<file path="src/rtl/alu_op_sequencer.sv">
// alu_op_sequencer
// Front end for the N-bit arithmetic element array and the adder behind it.
// Takes one opcode word and two operand words over a valid/ready input bus.
// Holds the mode, select and operand lines stable while the adder settles.
// Captures the sum and its flags, then returns them over a valid/ready
// output bus.
//
// Optional feature: define ALU_SEQ_CHAIN_EN to enable operation chaining.
// When it is enabled, opcode bit 3 reuses the last captured result as A and
// skips the A word.
module alu_op_sequencer #(
    parameter int N = 8
) (
    input  logic         clk,
    input  logic         rst,
    input  logic         in_valid,
    output logic         in_ready,
    input  logic [N-1:0] in_data,
    output logic         m,
    output logic [1:0]   s,
    output logic [N-1:0] b_op,
    output logic [N-1:0] a_op,
    input  logic [N-1:0] sum,
    input  logic         cout,
    output logic         out_valid,
    input  logic         out_ready,
    output logic [N-1:0] result,
    output logic         carry,
    output logic         zero
);

    typedef enum logic [2:0] {
        IDLE  = 3'd0,
        GET_A = 3'd1,
        GET_B = 3'd2,
        EXEC  = 3'd3,
        DONE  = 3'd4
    } state_t;

    state_t       state_q;
    logic         in_ready_q;
    logic         out_valid_q;
    logic         m_q;
    logic [1:0]   s_q;
    logic [N-1:0] a_op_q;
    logic [N-1:0] b_op_q;
    logic [N-1:0] result_q;
    logic         carry_q;
    logic         zero_q;

    logic         in_xfer_d;
    logic         out_xfer_d;

    // Only bits 3:0 of the opcode word carry meaning.
    // Bit 3 is meaningful only when chaining is built in.
    logic unused_opcode_bits;
    assign unused_opcode_bits = ^in_data[N-1:3];

    // Handshake qualifiers.
    assign in_xfer_d  = in_valid && in_ready_q;
    assign out_xfer_d = out_valid_q && out_ready;

    // Sequencer FSM.
    // Every output is a register, so the array control lines never glitch.
    always_ff @(posedge clk) begin
        // NOTE: all state uses non-blocking assignments, so every register
        // in this block samples values from before the edge.
        if (rst) begin
            state_q     <= IDLE;
            in_ready_q  <= 1'b1;
            out_valid_q <= 1'b0;
            m_q         <= 1'b0;
            s_q         <= 2'b00;
            a_op_q      <= '0;
            b_op_q      <= '0;
            result_q    <= '0;
            carry_q     <= 1'b0;
            zero_q      <= 1'b0;
        end else begin
            case (state_q)
                IDLE: begin
                    if (in_xfer_d) begin
                        m_q <= in_data[2];
                        s_q <= in_data[1:0];
`ifdef ALU_SEQ_CHAIN_EN
                        if (in_data[3]) begin
                            // Chain: the previous result becomes the A operand.
                            a_op_q  <= result_q;
                            state_q <= GET_B;
                        end else begin
                            state_q <= GET_A;
                        end
`else
                        state_q <= GET_A;
`endif
                    end
                end

                GET_A: begin
                    if (in_xfer_d) begin
                        a_op_q  <= in_data;
                        state_q <= GET_B;
                    end
                end

                GET_B: begin
                    if (in_xfer_d) begin
                        b_op_q     <= in_data;
                        in_ready_q <= 1'b0;
                        state_q    <= EXEC;
                    end
                end

                EXEC: begin
                    // The operands have been stable for a full clock.
                    // Capture the adder outputs now.
                    result_q    <= sum;
                    carry_q     <= cout;
                    zero_q      <= (sum == '0);
                    out_valid_q <= 1'b1;
                    state_q     <= DONE;
                end

                DONE: begin
                    if (out_xfer_d) begin
                        out_valid_q <= 1'b0;
                        in_ready_q  <= 1'b1;
                        state_q     <= IDLE;
                    end
                end

                default: begin
                    state_q     <= IDLE;
                    in_ready_q  <= 1'b1;
                    out_valid_q <= 1'b0;
                end
            endcase
        end
    end

    assign in_ready  = in_ready_q;
    assign out_valid = out_valid_q;
    assign m         = m_q;
    assign s         = s_q;
    assign a_op      = a_op_q;
    assign b_op      = b_op_q;
    assign result    = result_q;
    assign carry     = carry_q;
    assign zero      = zero_q;

endmodule

</file>
<file path="config.mk">
export PLATFORM = sky130hd
export DESIGN_NAME = alu_op_sequencer
export DESIGN_NICKNAME = d
export VERILOG_FILES = /design/src/rtl/alu_op_sequencer.sv
export SDC_FILE = /design/constraint.sdc
export NUM_CORES = 1
export LEC_CHECK = 0
export BUFFER_PORTS_ARGS = -buffer_cell sky130_fd_sc_hd__buf_2
export CORE_MARGIN = 2
export CORE_UTILIZATION = 51
export DETAILED_ROUTE_END_ITERATION = 10
export PLACE_DENSITY = 0.82
export SLEW_MARGIN = 0
export SYNTH_ARGS = -nofsm -noshare
export SYNTH_HDL_FRONTEND = slang
export SYNTH_SLANG_ARGS = --single-unit
export TNS_END_PERCENT = 30
</file>
<file path="constraint.sdc">
create_clock -name clk -period 3.6 [get_ports clk]
set_clock_uncertainty 0.1 [all_clocks]
set_input_delay 0.18 -clock clk [delete_from_list [all_inputs] [get_ports clk]]
set_output_delay 0.18 -clock clk [all_outputs]
set_load 0.03 [all_outputs]
</file>
# == After elaboration in Yosys (flattened, before gate mapping) ==
# Index checks and enable logic that the tools add are counted.
# totals
register_bits,34
latch_bits,0
ramBits,0
mem_bits_ro,0
out_inout_bits,31
wordCells,42
memories,0
# classes
addsub,0
mul,0
div,0
n_lt_le_gt_ge,0
n_eq_ne,8
shifts,0
n_mux,10
n_bitwise,2
reduce_logical,12
# op_table
cell,n
one-hot mux 3 bit (5 select lines),1
two-way mux 3 bit,4
zero test 8 bit,1
"!= test 2 bit, second input constant",4
AND reduction 2 bit,4
"equality test 3 x 2 -> 1 bit, second input constant",2
one-hot mux 1 bit (3 select lines),2
OR reduction 3 bit,2
AND reduction 4 bit,1
"equality test 3 x 1 -> 1 bit, second input constant",1
"equality test 3 bit, second input constant",1
zero test 3 bit,1
two-way mux 1 bit,3
AND reduction 3 bit,1
logical AND 1 bit,2
NOT 1 bit,2

# == Depth between registers and ports, before layout ==
# Gate-level depths: netlist (run 1).
# logic_depth
ltp_word,4
mapped_depth,5
mapped_depth_nobuf,3

# == Worst setup path after synthesis (run 1) ==
# No wires, ideal clock.
# synth_path
path_kind,register -> register
startpoint,"register in_ready_q, in the netlist in_ready"
endpoint,"register b_op_q[0], in the netlist b_op[0]"
setup_ns,0.121
arrival_time_ns,1.091
path_slack_ns,2.288
path_stages_with_launch,4
path_buffers,0
period_less_slack_ns,1.312
path_cell_list,dfxtp_1 -> and4bb_2 -> nand2_4 -> mux2i_1
# synth_via
elab_chain_cells,2
# synth_rtl
element,line,source
"start, declared",41,logic in_ready_q;
"start signal, assigned",70,in_ready_q <= 1'b1;
"start signal, assigned",109,in_ready_q <= 1'b0;
"start signal, assigned",127,in_ready_q <= 1'b1;
logical AND 1 bit,60,assign in_xfer_d = in_valid && in_ready_q;
AND reduction 2 bit (no line),--,
"end signal, assigned",108,b_op_q <= in_data;
"end, declared",46,logic [N-1:0] b_op_q;
# Every way passes these cells.
# A chain may end at the register's enable or synchronous reset.

# == Worst setup path in the final report (run 1) ==
# layout_path
startpoint,register state_q[0]
endpoint,"register a_op_q[5], in the netlist a_op[5]"
# layout_via
elab_chain_cells,2
# layout_rtl
element,line,source
"start, declared",40,state_t state_q;
"start signal, assigned",69,state_q <= IDLE;
"start signal, assigned",94,state_q <= GET_A;
"start signal, assigned",102,state_q <= GET_B;
equality test 3 x 1 -> 1 bit,80,case (state_q)
AND reduction 2 bit (no line),--,
"end signal, assigned",101,a_op_q <= in_data;
"end, declared",45,logic [N-1:0] a_op_q;
# Every way passes these cells.

==> results by group, run 1 <==
Min path
  – Count of cells along the worst hold path: 3
  – Worst min-delay path category: in2reg

Power and ir drop
  – Net switching component of the power: 0.000196 W
  – Total power divided by cell area: 407 nW/µm²
  – Part of the power in registers: 55.2%
  – Max IR drop VDD: 0.000316 V
  – Standby leakage power: 0.861 nW
  – P_int: between 0.0005 and 0.0006 W
  – Switching power share of the total: 26.9%
  – Proportion of power drawn by combinational gates: around 15%
  – Clock network power share: a little under a third

Clock tree
  – Count of cells resized by post-cts repair: 0
  – Number of buffers created by CTS: 5
  – Clock tree buffer depth: 2
  – Buffers inserted by post-CTS timing repair: 0
  – H-Tree Depth: 2
  – Clock tree from TritonCTS: built
  – CTS clock-pin slew for the worst setup and hold paths: 0.10 ns
  – Buffer cell driving the clock tree root: sky130_fd_sc_hd__clkbuf_4
  – CTS Sinks: 34
  – Clk Latency, worst-skew pair: 0.33 ns

Floorplan
  – Ports: 52
  – Site row count: 19
  – Standard cell core area: around 2700 µm²
  – Horizontal die dimension: 56.4 µm
  – Die Outline Area: 3180 µm²
  – Vertical extent of the die: 56.4 µm
  – Starting density of the core: 52.2%

Worst setup path
  – CP max stage cell: sky130_fd_sc_hd__and4b_1
  – Critical Path Stages: 3
  – Largest fanout on the critical path: 10
  – R2R cell count: 3
  – Cell class contributing the biggest share of worst-path delay: simple AND/OR/NAND/NOR gates
  – WP buf/inv: 0
  – Endpoint required time on the critical path: 3.77 ns
  – Crit Path Category: reg2reg
  – Biggest cell delay along the critical path: between 0.5 and 0.6 ns
  – Type of destination of the critical path: flip-flop
  – Worst-path cell chain: nor2b_4 -> and4b_1 -> mux2i_1
  – CP arrival: 1.79 ns
  – CP Launch Type: flip-flop

STA
  – Number of hold violations in the final report: 0
  – Final TNS setup: 0 ns
  – Setup repair after global routing missed its margin: no
  – Number of endpoints failing setup at the final stage: 0
  – Worst slew pin tran: 0.544 ns
  – Part of the cycle the worst path needs: a little under half
  – Max_slew headroom: 63.7%
  – Crit path setup slack, layout: 1.98 ns
  – Pins Over Slew Limit: 0
  – Post-layout min period: 1.62 ns
  – Maximum clock rate: slightly above 0.6 GHz

GRT
  – Largest net degree at the start of global routing: 42
  – GRT Total Usage: ~20%
  – Antenna violations before repair: 0
  – Global-route wire length before repair: 4880 µm
  – Aggregate global routing overflow: 0
  – Via count of the first global-routing pass: 1168

Place
  – Global placement routability congestion: around 0.76
  – Worst slack at placement: 1.98 ns
  – HPWL Detailed: 1990 µm
  – Number of port buffers: between 50 and 60

Cells and area
  – Number of nets in the layout: about 220
  – Area added between synthesis and finish: 27.4%
  – Ratio of cells with drive above 1 in the final layout: 30.5%
  – FILL cells: 203
  – Area of combinational cells with multiple inputs: 667 µm²
  – Register area: 681 µm²
  – Antenna diodes: 0

Route
  – Detail-routed net length per standard cell: between 10 and 15 µm
  – Count of nets left with antenna violations after detail routing: 0
  – Vias per cell: 4.94
  – Number of design rule violations left after detail routing: 0
  – First drt pass iteration count: 4
  – Final wirelength: 2920 µm
  – Total via count in the routed design: 1156
  – Starting DRC count in detailed routing: 32

Synthesis
  – Number of register bits inferred by synthesis: 34
  – Post-synthesis area per instance: 9.73 µm²
  – Number of enable flip-flop cells after synthesis: 0
  – Dominant synthesized flop cell: sky130_fd_sc_hd__dfxtp_1
  – Number of instances in the synthesized netlist: 144
  – Post-synthesis sequential area ratio: 48.6%
  – Count of warnings emitted by yosys: 0
  – Net count after synthesis: approximately 170
  – Mapped cell area: 1400 µm²
  – Async set-or-reset flop fraction in the synthesized netlist: 0%
  – Number of distinct standard cells referenced by the synthesized netlist: 27

Run
  – Max-cap check violation count: 0

Outcome
  – Outcome: finished clean
## metal layers
metal | track usage, % | part of all wire [%]
met1 | 23.0 | 46
met2 | 32.9 | 47
met3 | 7.14 | 5.4
met4 | 8.50 | 1.8
met5 | 0 | 0
## power by group through the flow
stage	Combinational (W)	Sequential, W	Clock, W
floorplan	0.0000548	0.000428	0
global placement	0.0000969	0.000409	0
detailed placement	0.0000998	0.000410	0
CTS	0.000106	0.000401	0.000227
global route	0.000114	0.000404	0.000244
finish	0.000106	0.000402	0.000219
## stage by stage
step	hold WS [ns]	instances	area (µm²)	power [W]	utilization (%)
6_report	0.0297	234	1790	0.000727	66.5
5_1_grt	0.0120	234	1790	0.000762	66.5
4_1_cts	0.0190	234	1790	0.000735	66.5
3_5_place_dp	0.332	218	1650	0.000509	61.2
3_3_place_gp	0.323	218	1650	0.000506	61.2
2_1_floorplan	0.216	144	1400	0.000483	-
## worst min-delay path: cells and delay by family
kind            cells  cell delay, ns
compound gates      1            0.06
buf+inv             1            0.11
simple gates        1            0.07
## state kept, by name (all words and copies together) (netlist names)
| register | cells |
|---|---|
| m | 1 |
| state_q | 3 |
| s | 2 |
| out_valid | 1 |
| carry | 1 |
| zero | 1 |
| in_ready | 1 |
| a_op | 8 |
| b_op | 8 |
| result | 8 |
## placed cells by master, fill, tap and decap left out, types with 2 or more instances in the layout
cell type | netlist | routed
sky130_fd_sc_hd__dlygate4sd3_1 | 0 | 8
sky130_fd_sc_hd__nand2_1 | 22 | 22
sky130_fd_sc_hd__nor4_1 | 2 | 2
sky130_fd_sc_hd__clkbuf_4 | 0 | 5
sky130_fd_sc_hd__buf_2 | 1 | 51
sky130_fd_sc_hd__dfxtp_1 | 34 | 34
sky130_fd_sc_hd__nand3b_1 | 2 | 2
sky130_fd_sc_hd__nor3_1 | 2 | 2
sky130_fd_sc_hd__nand2b_1 | 27 | 27
sky130_fd_sc_hd__a21oi_1 | 12 | 12
sky130_fd_sc_hd__mux2i_1 | 20 | 20
## worst paths after layout
path,slack [ns],to,start
worst min register to register,0.36,carry$_SDFFE_PP0P_,carry$_SDFFE_PP0P_
worst max-delay path,1.98,a_op[5]$_SDFFE_PP0P_,state_q[0]$_SDFFE_PP0P_
worst max register to register,1.98,a_op[5]$_SDFFE_PP0P_,state_q[0]$_SDFFE_PP0P_
worst min-delay path,0.03,result[0]$_SDFFE_PP0P_,sum[0]
## cell families (layout without fill, tap and decap cells)
| logic type | count (synthesis) | count (layout) | share of synthesized area, % |
|---|---|---|---|
| buffers and inverters | 9 | 68 | 3.84 |
| AND/OR/NAND/NOR | 64 | 64 | 26.3 |
| AO/OA/AOI/OAI | 17 | 17 | 6.97 |
| multiplexers | 20 | 20 | 14.3 |
| flip-flops | 34 | 34 | 48.6 |
## layout make-up
type	count	share of cell area, %
multi-input combinational	101	37.4
inverter	1	0.210
clock inverter	1	0.280
sequential	34	38.1
clock buffer	7	3.08
tap	31	2.17
timing repair buffer	59	18.8
## cell usage after synthesis (all sizes together) (2+ instances only)
cell type	instances	share of area [%]
a21oi	12	4.3
buf	4	2.5
clkbuf	4	1.1
dfxtp	34	49
mux2i	20	14
nand2	23	6.7
nand2b	28	13
nand3b	2	1.1
nor2b	2	1.4
nor3	2	0.71
nor4	2	0.89
## timing repair
item / CTS / global route
endpoints found under the hold margin: 8 / 0
setup endpoints to repair: 0 / 0
hold buffers: 8 / 0
(Power assumes the default switching activity.)
==> run 2, diff against run 1 <==
Settings changed: CORE_UTILIZATION 51 to 43, PLACE_DENSITY 0.82 to 0.74.
Clock period 3.6 ns to 1.4 ns, I/O delays scaled along.
==> results by group, run 2 (synthesized netlist as in run 1, its figures left out) <==
STA
  – Part of the cycle the worst path needs: 92.0% (+47 points)
  – Post-layout min period: 1.29 ns (-0.336 ns)
  – Number of hold violations in the final report: 0 (unchanged)
  – Pins Over Slew Limit: 0 (unchanged)
  – Crit path setup slack, layout: 0.112 ns (-1.86 ns)
  – Max_slew headroom: 73.5% (+9.8 points)
  – Worst slew pin tran: 0.396 ns (-0.148 ns)
  – Final TNS setup: 0 ns (unchanged)
  – Maximum clock rate: 0.776 GHz (+26%)
  – Number of endpoints failing setup at the final stage: 0 (unchanged)
  – Setup repair after global routing missed its margin: no

Clock tree
  – Buffer cell driving the clock tree root: sky130_fd_sc_hd__clkbuf_4
  – Clk Latency, worst-skew pair: 0.32 ns (about the same)
  – CTS Sinks: 34 (unchanged)
  – Clock tree buffer depth: 2 (unchanged)
  – CTS clock-pin slew for the worst setup and hold paths: 0.10 ns (about the same)
  – Buffers inserted by post-CTS timing repair: 0 (unchanged)
  – Clock tree from TritonCTS: built
  – Number of buffers created by CTS: 5 (unchanged)
  – H-Tree Depth: 2 (unchanged)

Worst setup path
  – Biggest cell delay along the critical path: 0.35 ns (-0.16 ns)
  – RR Endpoint: m$_SDFFE_PP0P_
  – Reg2reg start: state_q[0]$_SDFFE_PP0P_
  – Flop-to-flop setup slack: 0.11 ns (-1.86 ns)
  – Endpoint required time on the critical path: 1.52 ns (-2.25 ns)
  – R2R cell count: 4 (+1)
  – Largest fanout on the critical path: 9 (-1)
  – Type of destination of the critical path: flip-flop
  – CP arrival: 1.41 ns (-0.38 ns)
  – CP max stage cell: sky130_fd_sc_hd__and4bb_2
  – Worst-path cell chain: buf_4 -> and4bb_2 -> nand2b_2 -> mux2i_1
  – Crit Path Category: reg2reg
  – CP Launch Type: flip-flop

Min path
  – Endpoint of the worst hold-timing path: in_ready$_SDFFE_PP1P_
  – Worst min-delay path category: in2reg
  – Count of cells along the worst hold path: 4 (+1)
  – Hold Path Origin: out_ready

Power and ir drop
  – Total power divided by cell area: 964 nW/µm² (+140%)
  – Clock network power share: 28.0% (-2.1 points)
  – Net switching component of the power: 0.000490 W (+150%)
  – Max IR drop VDD: 0.000556 V (+76%)
  – Part of the power in registers: 54.6% (-0.6 points)
  – Proportion of power drawn by combinational gates: 17.4% (+2.8 points)
  – Standby leakage power: 0.925 nW (+7.5%)
  – Switching power share of the total: 26.2% (-0.78 points)
  – P_int: 0.00138 W (+160%)

GRT
  – Via count of the first global-routing pass: 1195 (+2.3%)
  – GRT Total Usage: 18.7% (-1.2 points)
  – Largest net degree at the start of global routing: 23 (-45%)
  – Aggregate global routing overflow: 0 (unchanged)
  – Antenna violations before repair: 0 (unchanged)
  – Global-route wire length before repair: 5020 µm (+2.8%)

Floorplan
  – Starting density of the core: 45.5% (-6.6 points)
  – Ports: 52 (unchanged)
  – Die Outline Area: 3730 µm² (+17%)
  – Vertical extent of the die: 61.1 µm (+8.3%)
  – Standard cell core area: 3080 µm² (+15%)
  – Site row count: 20 (+1)
  – Horizontal die dimension: 61.1 µm (+8.3%)

Place
  – Worst slack at placement: 0.0614 ns (-1.92 ns)
  – Placed cell area: 1710 µm² (+4.0%)
  – HPWL Detailed: 2230 µm (+12%)
  – Number of port buffers: 51 (unchanged)
  – Dpl cells: 236 (+8.3%)
  – Global placement routability congestion: 0.730 (-4.2%)

Cells and area
  – FILL cells: 272 (+34%)
  – Register area: 681 µm² (unchanged)
  – Area of combinational cells with multiple inputs: 668 µm² (+0.19%)
  – Most common cell after layout, fill and taps aside: sky130_fd_sc_hd__buf_2
  – Number of cells in the finished layout apart from fillers: 260 (+11%)
  – Area added between synthesis and finish: 38.7%
  – Final core utilization: 63.2% (-3.3 points)
  – Ratio of cells with drive above 1 in the final layout: 31.0% (+0.48 points)
  – Final Cell Area: 1940 µm² (+8.9%)
  – Number of nets in the layout: 238 (+6.7%)
  – Most used cells in the layout excluding fill and tap cells: 51 x sky130_fd_sc_hd__buf_2, 34 x sky130_fd_sc_hd__dfxtp_1, 27 x sky130_fd_sc_hd__nand2b_1
  – Antenna diodes: 0 (unchanged)

Route
  – Met3 wirelength from detailed routing: 205 µm (+30%)
  – Count of nets left with antenna violations after detail routing: 0 (unchanged)
  – Vias per cell: 4.82 (-2.4%)
  – Final wirelength: 3160 µm (+8.5%)
  – Total via count in the routed design: 1254 (+8.5%)
  – Number of design rule violations left after detail routing: 0 (unchanged)
  – Routed metal-1 wirelength: 1280 µm (-3.9%)
  – Met2 WL post-DR: 1610 µm (+17%)
  – Uppermost signal routing layer after detailed routing: met4
  – Detail-routed net length per standard cell: 12.2 µm (-2.3%)
  – Starting DRC count in detailed routing: 66 (+110%)
  – First drt pass iteration count: 4 (unchanged)

Outcome
  – Outcome: finished clean

Run
  – Max-cap check violation count: 0 (unchanged)
run 2: critical path: cells and delay by family, from the launching register on:
kind	cells	cell delay, ns
AND/OR/NAND/NOR	2	0.47
buffers and inverters	1	0.16
multiplexers	1	0.14
flip-flops	1	0.32
run 2: per-stage QoR:
step	power, W	hold slack, ns
floorplan	0.00124	0.106
global placement	0.00132	0.217
detailed placement	0.00133	0.234
CTS	0.00190	0.00570
global route	0.00196	0.0320
finish	0.00187	0.0219
run 2: worst max-delay path by stage:
stage	from	cells after the start	slack (ns)	to
after CTS	state_q[0]$_SDFFE_PP0P_	4	0.04	zero$_SDFFE_PP0P_
after global routing	state_q[0]$_SDFFE_PP0P_	4	0.01	b_op[7]$_SDFFE_PP0P_
after floorplan	in_ready$_SDFFE_PP1P_	3	0.09	b_op[0]$_SDFFE_PP0P_
after global placement	state_q[0]$_SDFFE_PP0P_	4	0.15	b_op[0]$_SDFFE_PP0P_
final	state_q[0]$_SDFFE_PP0P_	4	0.11	m$_SDFFE_PP0P_
after detailed placement	state_q[0]$_SDFFE_PP0P_	4	0.06	zero$_SDFFE_PP0P_
run 2: layer usage:
metal / up-vias / track usage [%]
li1: 632 / -
met1: 570 / 20.6
met2: 45 / 29.9
met3: 7 / 6.51
met4: 0 / 13.0
met5: - / 0
run 2: timing repair:
action	CTS	global route
resized for setup	0	1
endpoints found under the setup margin	0	10
hold buffers	18	0
hold endpoints to repair	30	0
run 2: power by group through the flow:
| stage | combinational, W | clock [W] | sequential (W) |
|---|---|---|---|
| after detailed placement | 0.000288 | 0 | 0.00105 |
| after global routing | 0.000353 | 0.000576 | 0.00103 |
| after CTS | 0.000327 | 0.000548 | 0.00102 |
| final | 0.000325 | 0.000525 | 0.00102 |
| after floorplan | 0.000141 | 0 | 0.00110 |
| after global placement | 0.000279 | 0 | 0.00104 |
run 2: final cells by class:
class                      count  share of cell area [%]
tap                           44                    2.83
sequential                    34                    35.0
clock buffer                   6                    2.64
inverter                       1                   0.193
multi-input combinational    101                    34.4
timing repair buffer          74                    25.0
==> run 3, diff against run 2 <==
Settings changed: CORE_ASPECT_RATIO from default to 0.75, CORE_UTILIZATION 43 to 40, PLACE_DENSITY 0.74 to 0.7, REMOVE_ABC_BUFFERS from default to 1.
==> results by group, run 3 (synthesized netlist as in run 1, its figures left out) <==
Cells and area
  – Most used cells in the layout excluding fill and tap cells: 51 x sky130_fd_sc_hd__buf_2, 33 x sky130_fd_sc_hd__dfxtp_1, 27 x sky130_fd_sc_hd__nand2b_1
  – Number of nets in the layout: 236 (-0.84%)
  – Antenna diodes: 0 (unchanged)
  – Ratio of cells with drive above 1 in the final layout: 32.1% (+1.1 points)
  – Final Cell Area: 1980 µm² (+1.9%)
  – Most common cell after layout, fill and taps aside: sky130_fd_sc_hd__buf_2
  – Area added between synthesis and finish: 41.4%

STA
  – Post-layout min period: 1.29 ns (+0.00400 ns)
  – Number of hold violations in the final report: 0 (unchanged)
  – Number of endpoints failing setup at the final stage: 0 (unchanged)
  – Max_slew headroom: 73.9% (+0.38 points)
  – Final TNS setup: 0 ns (unchanged)
  – Pins Over Slew Limit: 0 (unchanged)
  – Maximum clock rate: 0.774 GHz (-0.31%)
  – Worst slew pin tran: 0.390 ns (-0.00562 ns)
  – Setup repair after global routing missed its margin: no
  – Part of the cycle the worst path needs: 92.3% (+0.29 points)
  – Crit path setup slack, layout: 0.108 ns (-0.00400 ns)

Worst setup path
  – CP Launch Type: flip-flop
  – Crit Path Category: reg2reg
  – Worst-path cell chain: nor2b_4 -> and4b_1 -> buf_12 -> mux2i_1
  – CP arrival: 1.40 ns (about the same)
  – CP max stage cell: sky130_fd_sc_hd__dfxtp_2
  – Largest fanout on the critical path: 8 (-1)
  – Biggest cell delay along the critical path: 0.37 ns (+0.02 ns)
  – Endpoint required time on the critical path: 1.51 ns (about the same)
  – Type of destination of the critical path: flip-flop

Power and ir drop
  – Standby leakage power: 0.944 nW (+2.1%)
  – Total power divided by cell area: 1130 nW/µm² (+18%)
  – Max IR drop VDD: 0.000635 V (+14%)
  – Power consumption: 0.00225 W (+20%)

Floorplan
  – Vertical extent of the die: 55.3 µm (-9.5%)
  – Starting density of the core: 42.3% (-3.2 points)
  – Ports: 52 (unchanged)
  – Site row count: 18 (-10%)
  – Standard cell core area: 3310 µm² (+7.6%)
  – Horizontal die dimension: 72.3 µm (+18%)
  – Die Outline Area: 4000 µm² (+7.1%)

Clock tree
  – CTS clock-pin slew for the worst setup and hold paths: 0.06 ns (-0.04 ns)
  – H-Tree Depth: 2 (unchanged)
  – Clock tree from TritonCTS: built
  – Number of buffers created by CTS: 5 (unchanged)
  – Clock tree buffer depth: 2 (unchanged)
  – Buffer cell driving the clock tree root: sky130_fd_sc_hd__clkbuf_8
  – Clk Latency, worst-skew pair: 0.28 ns (-0.04 ns)
  – CTS Sinks: 34 (unchanged)

Place
  – Worst slack at placement: 0.0166 ns (-0.0448 ns)
  – Placed cell area: 1710 µm² (-0.29%)
  – HPWL Detailed: 2280 µm (+2.2%)
  – Global placement routability congestion: 0.866 (+19%)
  – Number of port buffers: 51 (unchanged)

GRT
  – GRT Total Usage: 17.3% (-1.3 points)
  – Antenna violations before repair: 0 (unchanged)
  – Largest net degree at the start of global routing: 18 (-22%)
  – Global-route wire length before repair: 5350 µm (+6.7%)
  – Aggregate global routing overflow: 0 (unchanged)
  – Via count of the first global-routing pass: 1230 (+2.9%)

Run
  – Max-cap check violation count: 0 (unchanged)

Route
  – Count of nets left with antenna violations after detail routing: 0 (unchanged)
  – Starting DRC count in detailed routing: 37 (-44%)
  – Number of design rule violations left after detail routing: 0 (unchanged)
  – Vias per cell: 4.84 (+0.25%)
  – First drt pass iteration count: 4 (unchanged)
  – Final wirelength: 3220 µm (+1.9%)
  – Detail-routed net length per standard cell: 12.6 µm (+3.9%)
  – Total via count in the routed design: 1233 (-1.7%)

Min path
  – Worst min-delay path category: in2reg

Outcome
  – Outcome: finished clean
## run 3: final timing paths
kind                           startpoint                endpoint  slack (ns)  depth (start not counted)
setup / recovery  state_q[0]$_SDFFE_PP0P_    a_op[7]$_SDFFE_PP0P_        0.11                          4
hold reg to reg    result[1]$_SDFFE_PP0P_  result[1]$_SDFFE_PP0P_        0.36                          2
hold / removal                 in_data[2]    b_op[2]$_SDFFE_PP0P_        0.02                          3
setup reg to reg  state_q[0]$_SDFFE_PP0P_    a_op[7]$_SDFFE_PP0P_        0.11                          4
## run 3: per-stage QoR
| stage | cells | util, % | hold slack (ns) |
|---|---|---|---|
| finish | 255 | 59.9 | 0.0158 |
| global route | 255 | 59.9 | 0.0131 |
| CTS | 255 | 59.8 | 0.00705 |
| detailed placement | 232 | 51.5 | 0.232 |
| global placement | 232 | 51.5 | 0.228 |
| floorplan | 136 | - | 0.0391 |
## run 3: layout make-up
cell class,count,area (µm²)
inverters,1,3.75
well taps,40,50.0
multi-input cells,101,668
fillers,278,1330
repair buffers,72,465
clock inverters,1,30.0
flip-flops and latches,34,682
clock buffers,6,82.6
## run 3: power by group
group	switching, W	internal (W)
clock	0.000330	0.000569
combinational	0.000167	0.000152
sequential	0.0000253	0.00100
total	0.000522	0.00172
## run 3: timing repair
action / CTS / global route
pin swaps: 0 / 0
gates resized for setup: 1 / 1
endpoints found under the setup margin: 1 / 8
endpoints found under the hold margin: 24 / 0
setup buffers: 0 / 0
hold buffers: 16 / 0
## run 3: routing by layer
metal  up-vias  track usage, %  share of wire [%]
met4         0            5.66                1.3
met2        49            28.6                 46
met1       557            20.2                 44
met5         -               0                  0
met3         5            7.30                7.8
li1        622               -                  -
## run 3: worst max-delay path: cells and delay by family, from the launching register on
kind / cells / cell delay, ns
and+or+nand+nor: 2 / 0.42
DFF: 1 / 0.37
muxes: 1 / 0.18
buffers and inverters: 1 / 0.15
